`src/rtl/inst_encoder_pkg.sv`:
```
// Shared definitions for the RV32I instruction encoder: format codes,
// base opcodes, the canonical NOP and the immediate range limits.
package inst_encoder_pkg;

   typedef enum logic [2:0] {
      FMT_R     = 3'd0,
      FMT_I     = 3'd1,
      FMT_S     = 3'd2,
      FMT_B     = 3'd3,
      FMT_U     = 3'd4,
      FMT_J     = 3'd5,
      FMT_SHIFT = 3'd6,
      FMT_BAD   = 3'd7
   } fmt_e;

   localparam logic [6:0] OP_LUI    = 7'h37;
   localparam logic [6:0] OP_AUIPC  = 7'h17;
   localparam logic [6:0] OP_JAL    = 7'h6F;
   localparam logic [6:0] OP_JALR   = 7'h67;
   localparam logic [6:0] OP_BRANCH = 7'h63;
   localparam logic [6:0] OP_LOAD   = 7'h03;
   localparam logic [6:0] OP_STORE  = 7'h23;
   localparam logic [6:0] OP_IMM    = 7'h13;
   localparam logic [6:0] OP_REG    = 7'h33;

   // addi x0, x0, 0
   localparam logic [31:0] NOP_WORD = 32'h0000_0013;

   localparam int IMM12_MIN = -2048;
   localparam int IMM12_MAX = 2047;
   localparam int IMM_B_MIN = -4096;
   localparam int IMM_B_MAX = 4094;
   localparam int IMM_J_MIN = -(1 << 20);
   localparam int IMM_J_MAX = (1 << 20) - 2;

   // Field bundle held in the first pipeline stage.
   typedef struct packed {
      logic [2:0]  fmt;
      logic [6:0]  opcode;
      logic [4:0]  rd;
      logic [4:0]  rs1;
      logic [4:0]  rs2;
      logic [2:0]  funct3;
      logic [6:0]  funct7;
      logic [31:0] imm;
   } fields_t;

   // True when the signed immediate lies inside [lo, hi].
   function automatic logic in_range(input logic signed [31:0] v, input int lo, input int hi);
      return (v >= lo) && (v <= hi);
   endfunction

endpackage

```
`src/rtl/inst_field_packer.sv`:
```
// Combinational RV32I packer: places the fields at their architectural bit
// positions and flags immediates that the chosen format cannot represent.
module inst_field_packer
   import inst_encoder_pkg::*;
(
   input  logic [2:0]  fmt,
   input  logic [6:0]  opcode,
   input  logic [4:0]  rd,
   input  logic [4:0]  rs1,
   input  logic [4:0]  rs2,
   input  logic [2:0]  funct3,
   input  logic [6:0]  funct7,
   input  logic [31:0] imm,
   output logic [31:0] inst,
   output logic        err
);

   logic signed [31:0] imm_s;
   assign imm_s = imm;

   // Select the packing and range rule for the requested format.
   always_comb begin
      // NOTE: both outputs get a default before the case so no branch can infer a latch.
      inst = NOP_WORD;
      err  = 1'b0;
      case (fmt)
         FMT_R: begin
            inst = {funct7, rs2, rs1, funct3, rd, opcode};
         end
         FMT_I: begin
            inst = {imm[11:0], rs1, funct3, rd, opcode};
            err  = !in_range(imm_s, IMM12_MIN, IMM12_MAX);
         end
         FMT_S: begin
            inst = {imm[11:5], rs2, rs1, funct3, imm[4:0], opcode};
            err  = !in_range(imm_s, IMM12_MIN, IMM12_MAX);
         end
         FMT_B: begin
            inst = {imm[12], imm[10:5], rs2, rs1, funct3, imm[4:1], imm[11], opcode};
            err  = !in_range(imm_s, IMM_B_MIN, IMM_B_MAX) || imm[0];
         end
         FMT_U: begin
            inst = {imm[31:12], rd, opcode};
            err  = (imm[11:0] != 12'd0);
         end
         FMT_J: begin
            inst = {imm[20], imm[10:1], imm[11], imm[19:12], rd, opcode};
            err  = !in_range(imm_s, IMM_J_MIN, IMM_J_MAX) || imm[0];
         end
         FMT_SHIFT: begin
            inst = {funct7, imm[4:0], rs1, funct3, rd, opcode};
            err  = (imm[31:5] != 27'd0);
         end
         default: begin
            inst = NOP_WORD;
            err  = 1'b1;
         end
      endcase
   end

endmodule

```
`src/rtl/inst_encoder.sv`:
```
// Two-stage elastic encoder: S1 holds the field bundle, S2 holds the packed
// word and its error flag; words leave with a wrapping sequential address.
module inst_encoder
   import inst_encoder_pkg::*;
#(
   parameter int ADDR_W = 8
) (
   input  logic              clk,
   input  logic              rst,
   input  logic              in_valid,
   output logic              in_ready,
   input  logic [2:0]        in_fmt,
   input  logic [6:0]        in_opcode,
   input  logic [4:0]        in_rd,
   input  logic [4:0]        in_rs1,
   input  logic [4:0]        in_rs2,
   input  logic [2:0]        in_funct3,
   input  logic [6:0]        in_funct7,
   input  logic [31:0]       in_imm,
   output logic              out_valid,
   input  logic              out_ready,
   output logic [31:0]       out_inst,
   output logic [ADDR_W-1:0] out_addr,
   output logic              out_err,
   output logic [7:0]        err_count,
   output logic              wrap
);

   fields_t           s1_q, s1_d;
   logic              s1_full_q, s1_full_d;
   logic              s2_full_q, s2_full_d;
   logic [31:0]       s2_inst_q, s2_inst_d;
   logic              s2_err_q, s2_err_d;
   logic [ADDR_W-1:0] addr_q, addr_d;
   logic [7:0]        err_count_q, err_count_d;
   logic              wrap_q, wrap_d;

   logic              s1_load, s2_load, in_fire, out_fire;
   logic [31:0]       pack_inst;
   logic              pack_err;

   // A stage loads when empty or when its contents leave this cycle.
   assign s2_load  = !s2_full_q || out_ready;
   assign s1_load  = !s1_full_q || s2_load;
   assign in_ready = s1_load && !rst;
   assign in_fire  = in_valid && in_ready;
   assign out_fire = s2_full_q && out_ready;

   inst_field_packer u_packer (
      .fmt    (s1_q.fmt),
      .opcode (s1_q.opcode),
      .rd     (s1_q.rd),
      .rs1    (s1_q.rs1),
      .rs2    (s1_q.rs2),
      .funct3 (s1_q.funct3),
      .funct7 (s1_q.funct7),
      .imm    (s1_q.imm),
      .inst   (pack_inst),
      .err    (pack_err)
   );

   // Next state for both stages plus address, wrap and error bookkeeping.
   always_comb begin
      s1_full_d   = s1_full_q;
      s1_d        = s1_q;
      s2_full_d   = s2_full_q;
      s2_inst_d   = s2_inst_q;
      s2_err_d    = s2_err_q;
      addr_d      = addr_q;
      err_count_d = err_count_q;

      if (s1_load) begin
         s1_full_d = in_fire;
      end
      if (in_fire) begin
         s1_d = '{fmt: in_fmt, opcode: in_opcode, rd: in_rd, rs1: in_rs1, rs2: in_rs2,
                  funct3: in_funct3, funct7: in_funct7, imm: in_imm};
      end

      if (s2_load) begin
         s2_full_d = s1_full_q;
         if (s1_full_q) begin
            s2_inst_d = pack_inst;
            s2_err_d  = pack_err;
         end
      end

      if (out_fire) begin
         addr_d = addr_q + 1'b1;
         if (s2_err_q && (err_count_q != 8'hFF)) begin
            err_count_d = err_count_q + 8'd1;
         end
      end
      wrap_d = out_fire && (addr_q == {ADDR_W{1'b1}});
   end

   // State registers; reset empties the pipeline and clears every output.
   always_ff @(posedge clk or posedge rst) begin
      if (rst) begin
         // NOTE: payload registers are reset as well so out_inst reads zero after reset.
         s1_full_q   <= 1'b0;
         s1_q        <= '0;
         s2_full_q   <= 1'b0;
         s2_inst_q   <= '0;
         s2_err_q    <= 1'b0;
         addr_q      <= '0;
         err_count_q <= '0;
         wrap_q      <= 1'b0;
      end else begin
         // NOTE: non-blocking assignments so every register samples pre-edge values.
         s1_full_q   <= s1_full_d;
         s1_q        <= s1_d;
         s2_full_q   <= s2_full_d;
         s2_inst_q   <= s2_inst_d;
         s2_err_q    <= s2_err_d;
         addr_q      <= addr_d;
         err_count_q <= err_count_d;
         wrap_q      <= wrap_d;
      end
   end

   assign out_valid = s2_full_q;
   assign out_inst  = s2_inst_q;
   assign out_err   = s2_err_q;
   assign out_addr  = addr_q;
   assign err_count = err_count_q;
   assign wrap      = wrap_q;

endmodule

```
`config.mk`:
```
export PLATFORM = sky130hd
export DESIGN_NAME = inst_encoder
export DESIGN_NICKNAME = d
export VERILOG_FILES = /design/src/rtl/inst_encoder_pkg.sv /design/src/rtl/inst_field_packer.sv /design/src/rtl/inst_encoder.sv
export SDC_FILE = /design/constraint.sdc
export NUM_CORES = 1
export LEC_CHECK = 0
export CORE_ASPECT_RATIO = 0.8
export CORE_MARGIN = 2
export CORE_UTILIZATION = 49
export DETAILED_ROUTE_END_ITERATION = 16
export PLACE_DENSITY_LB_ADDON = 0.3
export SYNTH_ARGS = -nofsm -noshare
export SYNTH_HDL_FRONTEND = slang
export SYNTH_SLANG_ARGS = --single-unit
```
`constraint.sdc`:
```
create_clock -name clk -period 5.1 [get_ports clk]
set_input_delay 0.765 -clock clk [delete_from_list [all_inputs] [get_ports clk]]
set_output_delay 0.765 -clock clk [all_outputs]
set_load 0.1 [all_outputs]
```
### Word level (Yosys, flattened, before mapping)

Index checks and enable logic that the tools add are counted.

* add/sub/neg operators: 2
* $lt $le $gt $ge: 6
* equal/unequal tests: 8
* muxes and demuxes: 2
* reduce and logical (&&, ||, !) cells: 24

Operator list (number)
* one-hot mux 32 bit (7 select lines): 1
* greater-or-equal comparator 32 x 12 -> 1 bit, second input constant: 1
* greater-or-equal comparator 32 x 13 -> 1 bit, second input constant: 1
* greater-or-equal comparator 32 x 21 -> 1 bit, second input constant: 1
* less-or-equal comparator 32 x 12 -> 1 bit, second input constant: 1
* less-or-equal comparator 32 x 13 -> 1 bit, second input constant: 1
* less-or-equal comparator 32 x 21 -> 1 bit, second input constant: 1
* nonzero test 27 bit: 1
* adder 8 x 1 -> 8 bit, second input constant: 2
* nonzero test 12 bit: 1
* equality test 3 bit, second input constant: 3
* equality test 8 bit, second input constant: 1
* logical AND 1 bit: 8
* != test 8 bit, second input constant: 1
* equality test 3 x 2 -> 1 bit, second input constant: 2
* logical NOT 1 bit: 6
* one-hot mux 1 bit (6 select lines): 1
* logical OR 1 bit: 4
* AND reduction 2 bit: 2
* equality test 3 x 1 -> 1 bit, second input constant: 1
* logical NOT 3 bit: 1
* OR reduction 2 bit: 1

* flip-flop bits (word level): 119
* output and inout port bits: 52
* word-level logic and storage cells: 57

### Logic depth before layout (Yosys ltp)

* word-level depth: 5
* depth in mapped cells: 6
* mapped depth without buffers: 6

### Cells and area by module

Synthesis repeated with hierarchy kept, for this count alone.

* cell total of the unflattened synthesis: 449
* area total of the unflattened synthesis: 5634.2 sq um

Modules (own cells, without submodules)
* inst_encoder: instances 1, cells an instance 287, area each 4654.5 sq um, sequential area each 2977.9 sq um
* inst_field_packer: instances 1, cells an instance 162, area each 979.7 sq um, sequential area each 0.0 sq um

### Worst setup path before layout

OpenSTA, ideal clock, no wires.

* kind: reg2reg
* start point: reg s2_full_q, in the netlist out_valid
* end point: reg s1_q[10] (netlist bit)
* setup time: 0.125 ns
* data arrival time: 3.563 ns
* required time: 4.975 ns
* setup slack: 1.412 ns
* cell stages (with the launch flop): 7
* path buffers: 2
* clock period less this slack: 3.688 ns
* cell sequence: dfrtp_1 nor2b_1 a21oi_1 nand2_1 buf_2 buf_2 mux2_2

* word-level cells in the longest chain between the ends: 5

RTL lines
* start, declared: RTL line inst_encoder.sv:31 `logic s2_full_q, s2_full_d;`
* start signal, assigned: RTL line inst_encoder.sv:113 `s2_full_q <= s2_full_d;`
* logical NOT 1 bit: RTL line inst_encoder.sv:43 `assign s2_load = !s2_full_q || out_ready;`
* logical OR 1 bit: RTL line inst_encoder.sv:43
* logical OR 1 bit: RTL line inst_encoder.sv:44 `assign s1_load = !s1_full_q || s2_load;`
* logical AND 1 bit: RTL line inst_encoder.sv:45 `assign in_ready = s1_load && !rst;`
* named net in_ready: RTL line inst_encoder.sv:11 `output logic in_ready,`
* logical AND 1 bit: RTL line inst_encoder.sv:46 `assign in_fire = in_valid && in_ready;`
* end signal, assigned: RTL line inst_encoder.sv:102 `s1_q <= '0;`
* end signal, assigned: RTL line inst_encoder.sv:112 `s1_q <= s1_d;`
* end, declared: RTL line inst_encoder.sv:29 `fields_t s1_q, s1_d;`

The timed path passes the listed nets, and every way through them passes these cells.
A chain may end at the register's enable or synchronous reset.

### Worst setup path after layout

* start point: in out_ready
* end point: out in_ready

* word-level cells in the longest chain between the ends: 3

RTL lines
* start, declared: RTL line inst_encoder.sv:21 `input logic out_ready,`
* logical OR 1 bit: RTL line inst_encoder.sv:43
* logical OR 1 bit: RTL line inst_encoder.sv:44
* logical AND 1 bit: RTL line inst_encoder.sv:45
* end, declared: RTL line inst_encoder.sv:11

No other way between the ends.

==> reports/metrics.cfg <==
[sta]
max_slew_margin=0.2526
clock.fmax_mhz=286.3
totalNegativeSetupSlack_ns=0
timing.clock.skew_ns=0.006075
finalSetupViolCount=0
finalMaxSlewViolations=0
fin_ws_ns=1.607
setup_repair_after_global_routing_missed_its_margin=false
hold_viol_final=0
finalWorstPathRequiredPeriod_ns=3.493
worst_slew_pin_slew_ns=1.118
layout_worst_path_cycle_share=0.6849

[clock_network]
post-cts-setup-buffers=0
clock_sinks=119
clock_insertion_delay_worst_skew_ns=0.41
hold_buffers=0
cts_repair_resizes=0
clkSlewWorstSetupHoldPaths_ns=0.05
cts_buffer_count=17
tritoncts=yes
cts_buffer_depth=2
cts-htree-levels=4
cts_root_buffer=sky130_fd_sc_hd__clkbuf_16

[global_routing]
maximum_number_of_pins_on_one_net_before_global_route_repair=62
grt.total_usage=0.2452
antenna_found_initial=0
grt_overflow=0
global_route_wire_length_before_repair_mm=20.82
grt_pass1_vias=3843

[final_layout]
fin_cells=686
leading_cell_type_in_the_layout_fill_and_taps_excluded=sky130_fd_sc_hd__clkdlybuf4s50_1
post_route_cells_drive_above_1_share=0.1996
diodes=0
syn_to_final_growth_pct=38.15
fillerInstances=762
highest_count_cells_in_the_layout_ignoring_fill_and_taps=sky130_fd_sc_hd__clkdlybuf4s50_1 (122), sky130_fd_sc_hd__dfrtp_1 (119), sky130_fd_sc_hd__mux2_2 (71), sky130_fd_sc_hd__nor2_1 (32), sky130_fd_sc_hd__nand2_1 (29)
final_area_um2=7009
nNetsFinal=606

[critical_path]
worst_path_largest_cell_delay_ns=1.18
worstPathCellList=clkdlybuf4s50_1 -> nor2b_1 -> a21oi_1 -> clkdlybuf4s50_1
worstPathBufferInverterCount=2
worstPathArrival_ns=2.73
worstReg2RegStart=out_valid
timing.rr.end=s1_q[24]
worst-path-max-fanout=3
path_class=in -> out
cp_top_family=buffers and inverters
crit_startpoint=out_ready
slowest_stage=sky130_fd_sc_hd__clkdlybuf4s50_1
timing.reg2reg.setup_slack_ns=2.85
crit_path_frequent_cell=sky130_fd_sc_hd__clkdlybuf4s50_1
ff2ff_path_depth=5
crit_path_end_kind=primary output
worstPathRequired_ns=4.34
critical_path_launch_point_type=input pin

[place]
place_worst_setup_slack_ns=1.606
dp_cells=654
placedInstanceArea_um2=6419
place_congestion=0.8281
detailed_place_hpwl_mm=8.840
io_buffers=122

[floorplan]
initial_core_utilization=0.4995
io-pin-count=123
std_cell_rows=33
area_enclosed_by_the_die_boundary_um2=11190
die_w_um=117.8
placeableCoreArea_um2=10160
die_h_um=95.02

[synth]
async_reset_ff_frac=1.000
mappedNetlistArea_um2=5074
synth-seq-area-share=0.5869
dominantRegCellSynth=sky130_fd_sc_hd__dfrtp_1
synth.avg_cell_area_um2=12.44
synth-warning-count=0
synth.ff_latch_count=119
mappedNetlistNets=481
cells_after_synthesis=408
synth_edf_count=0
synthDistinctLibCells=37

[power]
maximum_vdd_drop_uv=374.7
post-layout-total-power_uw=4248
leakage_power_uw=0.002915
power_density_nw_per_um2=606.1

[hold_path]
hold_start=out_inst[7]
hold_path_depth=2
holdPathEnd=out_inst[7]
min-delay-path-class=reg -> reg

[status]
run_status=finished, final reports clean

[route]
detail_route.vias_per_cell=5.650
routed_wire_length_per_instance_um=18.85
vias=3876
drt_iter0_markers=402
detailedRoute.firstPassIterationCount=6
detail_route.drc_violations=0
drtAntennaViolNets=0
totalWireLength_mm=12.93

[run]
cap_viol_max_count=0

-- how the worst max path moves through the flow --
| stage | cells past startpoint | slack (ns) | end |
|---|---|---|---|
| after floorplan | 1 | 1.18 | err_count[0] |
| after global placement | 4 | 1.66 | in_ready |
| after detailed placement | 4 | 1.61 | in_ready |
| after CTS | 4 | 1.59 | in_ready |
| after global routing | 4 | 1.51 | in_ready |
| final | 4 | 1.61 | in_ready |
-- worst reg2reg max path, delay by kind of cell, from the launching register on --
family                 cells  cell delay (ns)
AO/OA/AOI/OAI              1             0.11
buffers and inverters      1             0.61
flip-flops                 1             0.37
multiplexers               1             0.42
AND/OR/NAND/NOR            2             0.63
-- synthesized netlist by cell type (3+ instances only) --
master,instances,area share
sky130_fd_sc_hd__nor3_1,4,0.0039
sky130_fd_sc_hd__nand3_1,4,0.0039
sky130_fd_sc_hd__and3_1,5,0.0062
sky130_fd_sc_hd__a21oi_1,3,0.0030
sky130_fd_sc_hd__nand2b_1,3,0.0037
sky130_fd_sc_hd__dfrtp_1,119,0.59
sky130_fd_sc_hd__xnor2_1,11,0.019
sky130_fd_sc_hd__o22a_1,3,0.0052
sky130_fd_sc_hd__nand2_1,30,0.022
sky130_fd_sc_hd__mux2_2,71,0.16
sky130_fd_sc_hd__nor2b_1,3,0.0037
sky130_fd_sc_hd__inv_1,3,0.0022
sky130_fd_sc_hd__clkbuf_1,11,0.0081
sky130_fd_sc_hd__buf_2,9,0.0089
sky130_fd_sc_hd__nand4_1,15,0.018
sky130_fd_sc_hd__nor4_1,7,0.0086
sky130_fd_sc_hd__a221oi_1,13,0.022
sky130_fd_sc_hd__a222oi_1,5,0.0099
sky130_fd_sc_hd__xor2_1,4,0.0069
sky130_fd_sc_hd__a22oi_1,7,0.010
sky130_fd_sc_hd__nor2_1,32,0.024
sky130_fd_sc_hd__a2bb2oi_1,6,0.010
sky130_fd_sc_hd__a22o_1,4,0.0069
sky130_fd_sc_hd__o21ai_0,18,0.018
-- logic make-up after synthesis --
logic type / count (synthesis) / synth area share
AO/OA/AOI/OAI: 68 / 0.1006
AND/OR/NAND/NOR: 109 / 0.1028
multiplexers: 72 / 0.1596
flip-flops: 119 / 0.5869
XOR/XNOR: 15 / 0.02589
adder cells (fa/ha/maj): 2 / 0.004931
buffers and inverters: 23 / 0.01923
-- per-stage QoR --
step                  util  hold slack, ns
floorplan                -          0.4544
global placement    0.6319          0.4632
detailed placement  0.6319          0.4732
CTS                 0.6901          0.4873
global route        0.6901          0.4933
finish              0.6901          0.4840
-- final cells by class --
class	count	area (um2)	share of cell area
clock buffers	25	525.5	0.07497
clock inverters	7	65.06	0.009282
well taps	140	175.2	0.02499
inverters	3	13.76	0.001964
repair buffers	126	1251	0.1785
flip-flops and latches	119	2978	0.4248
multi-input cells	266	2001	0.2854
-- sequential cells by signal (all words and copies together) (netlist names) --
name	flops
out_inst	32
s1_full_q	1
err_count	8
out_valid	1
out_addr	8
out_err	1
s1_q	67
wrap	1
-- report_power, final --
group	total [uW]	switching [uW]	internal, uW
sequential	1370	211	1160
clock	1160	405	757
combinational	1710	1240	473
-- layer usage --
metal	share of wire	vias up	track usage	wire, um
met1	0.46	1934	0.3465	5896
li1	-	1757	-	-
met3	0.074	20	0.07356	959
met5	0	-	0	0
met2	0.46	165	0.3653	5891
met4	0.014	0	0.08233	184
Power figures use the tool's default switching activity.
